[src/rtl/tt_sel_seq.sv]
// Design-select sequencer: disables the design, resets the select counter, emits A increment pulses, then re-enables.
// Optional abort support is compiled in with `define TT_SEL_SEQ_ABORT_EN.
module tt_sel_seq #(
  parameter int ADDR_W = 10,
  parameter int PH_W   = 8
) (
  input  logic              clk,
  input  logic              rst_n,
  input  logic              req_valid,
  input  logic [ADDR_W-1:0] req_addr,
  output logic              req_ready,
  input  logic [PH_W-1:0]   cfg_phase,
  input  logic              abort,
  output logic              busy,
  output logic              done,
  output logic              ctrl_ena,
  output logic              ctrl_sel_rst_n,
  output logic              ctrl_sel_inc
);

  typedef enum logic [2:0] {
    S_IDLE, S_DIS, S_RST, S_GAP, S_INC_HI, S_INC_LO, S_ENA
  } state_t;

  state_t            state_q, state_d;
  logic [PH_W-1:0]   timer_q, timer_d;
  logic [ADDR_W-1:0] cnt_q, cnt_d;
  logic [ADDR_W-1:0] a_q;
  logic [PH_W-1:0]   p_q;

  logic              abort_eff;
  logic              accept;
  logic              phase_end;
  logic [PH_W-1:0]   p_in;
  logic [ADDR_W-1:0] cnt_inc;

  logic ena_d, sel_rst_n_d, sel_inc_d, done_d, busy_d, ready_d;

`ifdef TT_SEL_SEQ_ABORT_EN
  assign abort_eff = abort;
`else
  logic unused_abort;
  assign unused_abort = abort;
  assign abort_eff    = 1'b0;
`endif

  assign accept    = req_valid && req_ready && !abort_eff;
  assign phase_end = (timer_q == '0);
  assign p_in      = (cfg_phase == '0) ? PH_W'(1) : cfg_phase;
  assign cnt_inc   = cnt_q + ADDR_W'(1);

  // NOTE: every signal written here gets a default first, so no latch can be inferred.
  always_comb begin
    state_d = state_q;
    cnt_d   = cnt_q;
    unique case (state_q)
      S_IDLE: if (accept) begin
        state_d = S_DIS;
        cnt_d   = '0;
      end
      S_DIS:    if (phase_end) state_d = S_RST;
      S_RST:    if (phase_end) state_d = S_GAP;
      S_GAP:    if (phase_end) state_d = (a_q == '0) ? S_ENA : S_INC_HI;
      S_INC_HI: if (phase_end) state_d = S_INC_LO;
      S_INC_LO: if (phase_end) begin
        cnt_d   = cnt_inc;
        state_d = (cnt_inc < a_q) ? S_INC_HI : S_ENA;
      end
      S_ENA:    state_d = S_IDLE;
      default:  state_d = S_IDLE;
    endcase
    if (abort_eff && state_q != S_IDLE) state_d = S_IDLE;

    // Each phase restarts the countdown; the first one uses the value being latched at accept.
    if (state_d != state_q)
      timer_d = (state_q == S_IDLE) ? p_in - PH_W'(1) : p_q - PH_W'(1);
    else if (state_q == S_IDLE)
      timer_d = timer_q;
    else
      timer_d = timer_q - PH_W'(1);

    // Outputs are decoded from the next state and registered, so they line up with the state.
    ena_d       = ctrl_ena;
    sel_rst_n_d = (state_d != S_RST);
    sel_inc_d   = (state_d == S_INC_HI);
    done_d      = (state_d == S_ENA);
    busy_d      = (state_d != S_IDLE);
    ready_d     = (state_d == S_IDLE) && !abort_eff;
    unique case (state_d)
      S_ENA:  ena_d = 1'b1;
      S_IDLE: if (abort_eff && state_q != S_IDLE) ena_d = 1'b0;
      default: ena_d = 1'b0;
    endcase
  end

  // NOTE: sequential state uses non-blocking assignments so all registers update together.
  always_ff @(posedge clk) begin
    if (!rst_n) begin
      state_q        <= S_IDLE;
      timer_q        <= '0;
      cnt_q          <= '0;
      ctrl_ena       <= 1'b0;
      ctrl_sel_rst_n <= 1'b1;
      ctrl_sel_inc   <= 1'b0;
      done           <= 1'b0;
      busy           <= 1'b0;
      req_ready      <= 1'b1;
    end else begin
      state_q        <= state_d;
      timer_q        <= timer_d;
      cnt_q          <= cnt_d;
      ctrl_ena       <= ena_d;
      ctrl_sel_rst_n <= sel_rst_n_d;
      ctrl_sel_inc   <= sel_inc_d;
      done           <= done_d;
      busy           <= busy_d;
      req_ready      <= ready_d;
    end
  end

  // NOTE: the latched request is only read while busy and is always rewritten at accept, so it needs no reset.
  always_ff @(posedge clk) begin
    if (accept) begin
      a_q <= req_addr;
      p_q <= p_in;
    end
  end

endmodule
[config.mk]
export PLATFORM = sky130hd
export DESIGN_NAME = tt_sel_seq
export DESIGN_NICKNAME = d
export VERILOG_FILES = /design/src/rtl/tt_sel_seq.sv
export SDC_FILE = /design/constraint.sdc
export NUM_CORES = 1
export LEC_CHECK = 0
export ABC_AREA = 1
export CAP_MARGIN = 20
export CORE_UTILIZATION = 54
export DETAILED_ROUTE_END_ITERATION = 7
export GPL_TIMING_DRIVEN = 1
export PLACE_DENSITY = 0.75
export SYNTH_ARGS = -nofsm -noshare
export SYNTH_HDL_FRONTEND = slang
export SYNTH_SLANG_ARGS = --single-unit
[constraint.sdc]
create_clock -name clk -period 3.06 [get_ports clk]
set_input_delay 0.612 -clock clk [delete_from_list [all_inputs] [get_ports clk]]
set_output_delay 0.612 -clock clk [all_outputs]
set_load 0.02 [all_outputs]
Word level (Yosys, flattened, before mapping)
Cells that the tools add are included.

Add/sub/neg operators: 4. $lt $le $gt $ge: 1. Eq/ne operators: 12. Muxes and demuxes: 17. Reductions and logical operators: 9.

Operators by type and width (number): two-way mux 8 bit (4); subtractor 8 x 1 -> 8 bit, second input constant (3); two-way mux 10 bit (2); case mux 10 bit (2 select lines) (1); two-way mux 3 bit (6); case mux 3 bit (6 select lines) (1); zero test 8 bit (2); equality test 3 bit, second input constant (4); adder 10 x 1 -> 10 bit, second input constant (1); zero test 10 bit (1); less-than comparator 10 bit (1); equality test 3 x 2 -> 1 bit, second input constant (2); zero test 3 bit (2); inequality test 2 bit, second input constant (3); two-way mux 2 bit (2); equality test 3 x 1 -> 1 bit, second input constant (1); inequality test 3 x 2 -> 1 bit, second input constant (1); inequality test 3 bit (1); AND reduction 3 bit (1); nonzero test 3 bit (1); case mux 1 bit (2 select lines) (1); nonzero test 2 bit (1); logical AND 1 bit (1).

Register bits: 45. Output and inout port bits: 6. Logic and storage cells: 54.

Longest topological paths before layout
Word-level depth: 7. Mapped depth: 15.

Worst setup path before layout
OpenSTA, ideal clock, no wires.

Kind: reg-to-reg. From: register cnt_q[0]. To: register busy. Library setup time: 111 ps. Arrival time: 2183 ps. Required time: 2949 ps. Setup slack: 767 ps. Cell stages (with the launch flop): 15. Path buffers: 0. Path through: dfxtp_1 > ha_1 > nand3_1 > nand3b_1 > nor3_1 > xor2_1 > ha_1 > nand2_1 > o21ai_0 > nor2_1 > o211ai_1 > a21oi_2 > nand3_1 > nand2_1 > inv_1.

Longest elaborated chain between the ends: 6.

RTL lines: from (decl) (line 27) `logic [ADDR_W-1:0] cnt_q, cnt_d;`; from (signal assigned) (line 111) `cnt_q <= cnt_d;`; adder 10 x 1 -> 10 bit (line 50) `assign cnt_inc = cnt_q + ADDR_W'(1);`; less-than comparator 10 bit (line 67) `state_d = (cnt_inc < a_q) ? S_INC_HI : S_ENA;`; two-way mux 2 bit (line 67); two-way mux 3 bit (line 65) `S_INC_LO: if (phase_end) begin`; case mux 3 bit (6 select lines) (line 56) `unique case (state_q)`; nonzero test 3 bit (line 87) `busy_d = (state_d != S_IDLE);`; to (signal assigned) (line 116) `busy <= busy_d;`; to (decl) (line 14) `output logic busy,`.

Every way passes these cells. A chain may end at the register's enable or synchronous reset.

Worst setup path after layout
Same ends and word-level chain as after synthesis.

==> impl_metrics.ini <==
[placed_design]
placedInstanceArea_sq_mm = 0.00289
detailedPlacementHpwl_microns = 3820
dpl_worst_slack_ns = 0.407
weighted_congestion_at_the_end_of_routability_driven_global_placement = 0.828
port_buffers = 26

[detailed_routing]
drt-total-wl_microns = 4990
route.met3.wl_microns = 123
routed.top_layer = met4
detail_route.wl_per_cell_microns = 12.3
viasPerCell = 5.03
drc_markers = 0
dr.pass1.iters = 4
drt_iter0_markers = 96
met1_length_microns = 2220
met2WireLength_microns = 2580
dr_total_vias = 2046
final_antenna_violating_net_count = 0

[yosys]
synthCells = 330
synth_enable_flop_cells = 18
synth_top_cells_by_area = sky130_fd_sc_hd__dfxtp_1 21%, sky130_fd_sc_hd__edfxtp_1 21%, sky130_fd_sc_hd__nand2_1 9.2%
asyncSetResetFlopFracSynth = 0
yosys_register_bits = 45
synth_seq_area_share = 0.414
postSynthNetCount = 363
synth_top_cell_area_share = 0.207
synth_commonest_cells = 64 x sky130_fd_sc_hd__nand2_1, 54 x sky130_fd_sc_hd__inv_1, 27 x sky130_fd_sc_hd__dfxtp_1, 22 x sky130_fd_sc_hd__nor2_1
synth_area_per_cell_sq_um = 7.92
post-synth-top-area-cell = sky130_fd_sc_hd__dfxtp_1
yosys.cell_types.count = 35
synthesis.area_sq_mm = 0.00261
ys_dominant_reg_cell = sky130_fd_sc_hd__dfxtp_1
yosysWarningCount = 0
dominant_cell_by_count_in_the_synthesized_netlist = sky130_fd_sc_hd__nand2_1

[sta]
final_hold_violation_count = 0
relSlewSlack = 0.717
setup_repair_after_global_routing_missed_its_margin = no
final_worst_setup_slack_ns = 0.445
skew_ns = 0.00651
maxSlewViolCount = 0
finalCriticalPeriod_ns = 2.62
timing.fmax_mhz = 382
final_min_period_over_clock_period = 0.855
timing_worst_slew_pin_value_ns = 0.424
final.setup.tns_ns = 0
finalSetupViolations = 0

[clock_network]
cts_hold_repair.buffers = 0
clock_tree.buffer_depth = 2
cts-root-buf = sky130_fd_sc_hd__clkbuf_8
cts_tree = built
clk_pin_slew_worst_paths_ns = 0.09
ctsResizeCount = 0
numCtsBuffers = 5
cts_setup_buffers = 0
htree_num_levels = 2
clkSinkCount = 45
later_pin_clock_latency_in_the_skew_report_ns = 0.29

[pwr]
power.density_cell_area_mw_per_mm2 = 687
p_seq_frac = 0.382
power.clock.fraction = 0.175
intPower_w = 0.00120
netSwitchingFraction = 0.413
p_sw_w = 0.000845
pwr-share-comb = 0.443
p_leak_nw = 1.40
power.ir.vdd_worst_mv = 0.507

[global_route]
globalRouteTotalUtil = 0.219
grt_pass1_wl_microns = 8720
number_of_antenna_violations_at_the_first_check_in_global_routing = 0
vias_in_the_first_global_route = 2010
gr-total-overflow = 0
grt_max_degree = 20

[final_layout]
area_growth_syn_to_layout_pct = 13.9
finalNetCount = 387
n_fill_cell = 402
final_design_area_no_fill_sq_mm = 0.00298
antenna_cells = 0
final_layout_size_suffix_gt1_frac = 0.144

[flow_run]
max_cap_check_violation_count = 0

[worst_setup_path]
crit_start = cnt_q[0]
critPathMaxStageDelay_ns = 0.40
worst-endpoint-arrival_ns = 2.81
r2r.worst_path.cells = 14
reg2reg_setup_slack_ns = 0.44
worstSetupEndpoint = busy
critPathCaptureType = flip-flop
regToRegStartpoint = cnt_q[0]
timing.critical_path.cells = ha_1, nand3_1, nand3b_1, nor3_1, xor2_1, ha_1, nand2_1, o21ai_0, nor2_1, o211ai_1, a21oi_2, nand3_1, nand2_1, inv_1
worst-path-max-fanout = 5
path_class = flip-flop to flip-flop
worst_path_max_delay_cell = sky130_fd_sc_hd__dfxtp_1
rr_endpoint = busy
startpoint_type = flip-flop
cp_data_required_time_ns = 3.26

[floorplanning]
floorplan.core_area_sq_mm = 0.00450
design.portCount = 28
die_area_sq_mm = 0.00512
floorplan.initialDensity = 0.580
chipWidth_microns = 71.6
row_count = 24
die_h_microns = 71.6

[status]
status = complete, no violations

[min_path]
hp-start = ctrl_ena
hold_path.class = flip-flop to flip-flop
-- routing by layer --
| metal | GRT usage | vias up |
|---|---|---|
| met4 | 0.0784 | 0 |
| met1 | 0.257 | 915 |
| met3 | 0.0394 | 8 |
| li1 | - | 1094 |
| met2 | 0.401 | 29 |
| met5 | 0 | - |
-- power by group through the flow --
stage	sequential (W)	clock (W)	combinational, W
4_1_cts	0.000780	0.000367	0.000912
6_report	0.000781	0.000357	0.000907
2_1_floorplan	0.000788	0	0.000729
3_3_place_gp	0.000792	0	0.000875
3_5_place_dp	0.000793	0	0.000907
5_1_grt	0.000793	0.000387	0.00102
-- layout make-up --
cell class	count	area [sq um]	area share
well taps	52	65.1	0.0219
clock inverters	2	10.0	0.00336
clock buffers	6	72.6	0.0244
repair buffers	28	275	0.0925
multi-input cells	214	1240	0.418
flip-flops and latches	45	1080	0.363
inverters	60	228	0.0765
-- how the worst min path moves through the flow --
stage                    end  slack (ns)  cells after the start
detailed placement  ctrl_ena        0.46                      2
floorplan           cnt_q[1]        0.46                      2
finish              ctrl_ena        0.46                      2
CTS                 ctrl_ena        0.47                      2
global route        cnt_q[7]        0.52                      2
global placement    ctrl_ena        0.45                      2
-- critical path: cells and delay by family (launching register included) --
family          cells  cell delay [ns]
simple gates        7             0.95
fa+ha+maj           2             0.47
compound gates      3             0.46
flops               1             0.40
xor+xnor            1             0.22
buf+inv             1             0.04
-- cells by family after synthesis --
kind of cell,share of synthesized area
simple gates,0.296
buf+inv,0.110
flops,0.414
compound gates,0.102
fa+ha+maj,0.0527
xor+xnor,0.0268
-- registers in the layout (all words and copies together) (netlist names) --
signal and count:
cnt_q 10, done 1, ctrl_sel_inc 1, a_q 10, timer_q 8, busy 1
ctrl_sel_rst_n 1, req_ready 1, state_q 3, p_q 8, ctrl_ena 1
-- layout by cell type, fill, tap and decap left out, types with 3 or more instances in the layout --
cell type	count
sky130_fd_sc_hd__o21ai_0	13
sky130_fd_sc_hd__ha_1	11
sky130_fd_sc_hd__nand2_1	64
sky130_fd_sc_hd__a21oi_1	17
sky130_fd_sc_hd__clkdlybuf4s50_1	26
sky130_fd_sc_hd__nor3_1	6
sky130_fd_sc_hd__inv_2	5
sky130_fd_sc_hd__edfxtp_1	18
sky130_fd_sc_hd__nor2_4	4
sky130_fd_sc_hd__clkbuf_8	5
sky130_fd_sc_hd__nor2_2	4
sky130_fd_sc_hd__dfxtp_1	27
sky130_fd_sc_hd__nand2_2	14
sky130_fd_sc_hd__nand4_1	3
sky130_fd_sc_hd__o21ai_2	4
sky130_fd_sc_hd__nand3b_1	5
sky130_fd_sc_hd__xor2_1	7
sky130_fd_sc_hd__nor2_1	22
sky130_fd_sc_hd__inv_1	54
sky130_fd_sc_hd__nand3_1	18
sky130_fd_sc_hd__nand2_4	7
-- per-stage QoR --
stage | total power, W | utilization | cells | hold WS [ns]
2_1_floorplan | 0.00152 | - | 330 | 0.456
3_3_place_gp | 0.00167 | 0.643 | 399 | 0.453
3_5_place_dp | 0.00170 | 0.643 | 399 | 0.456
4_1_cts | 0.00206 | 0.661 | 407 | 0.470
5_1_grt | 0.00220 | 0.661 | 407 | 0.517
6_report | 0.00205 | 0.661 | 407 | 0.463
(Power assumes the default switching activity.)
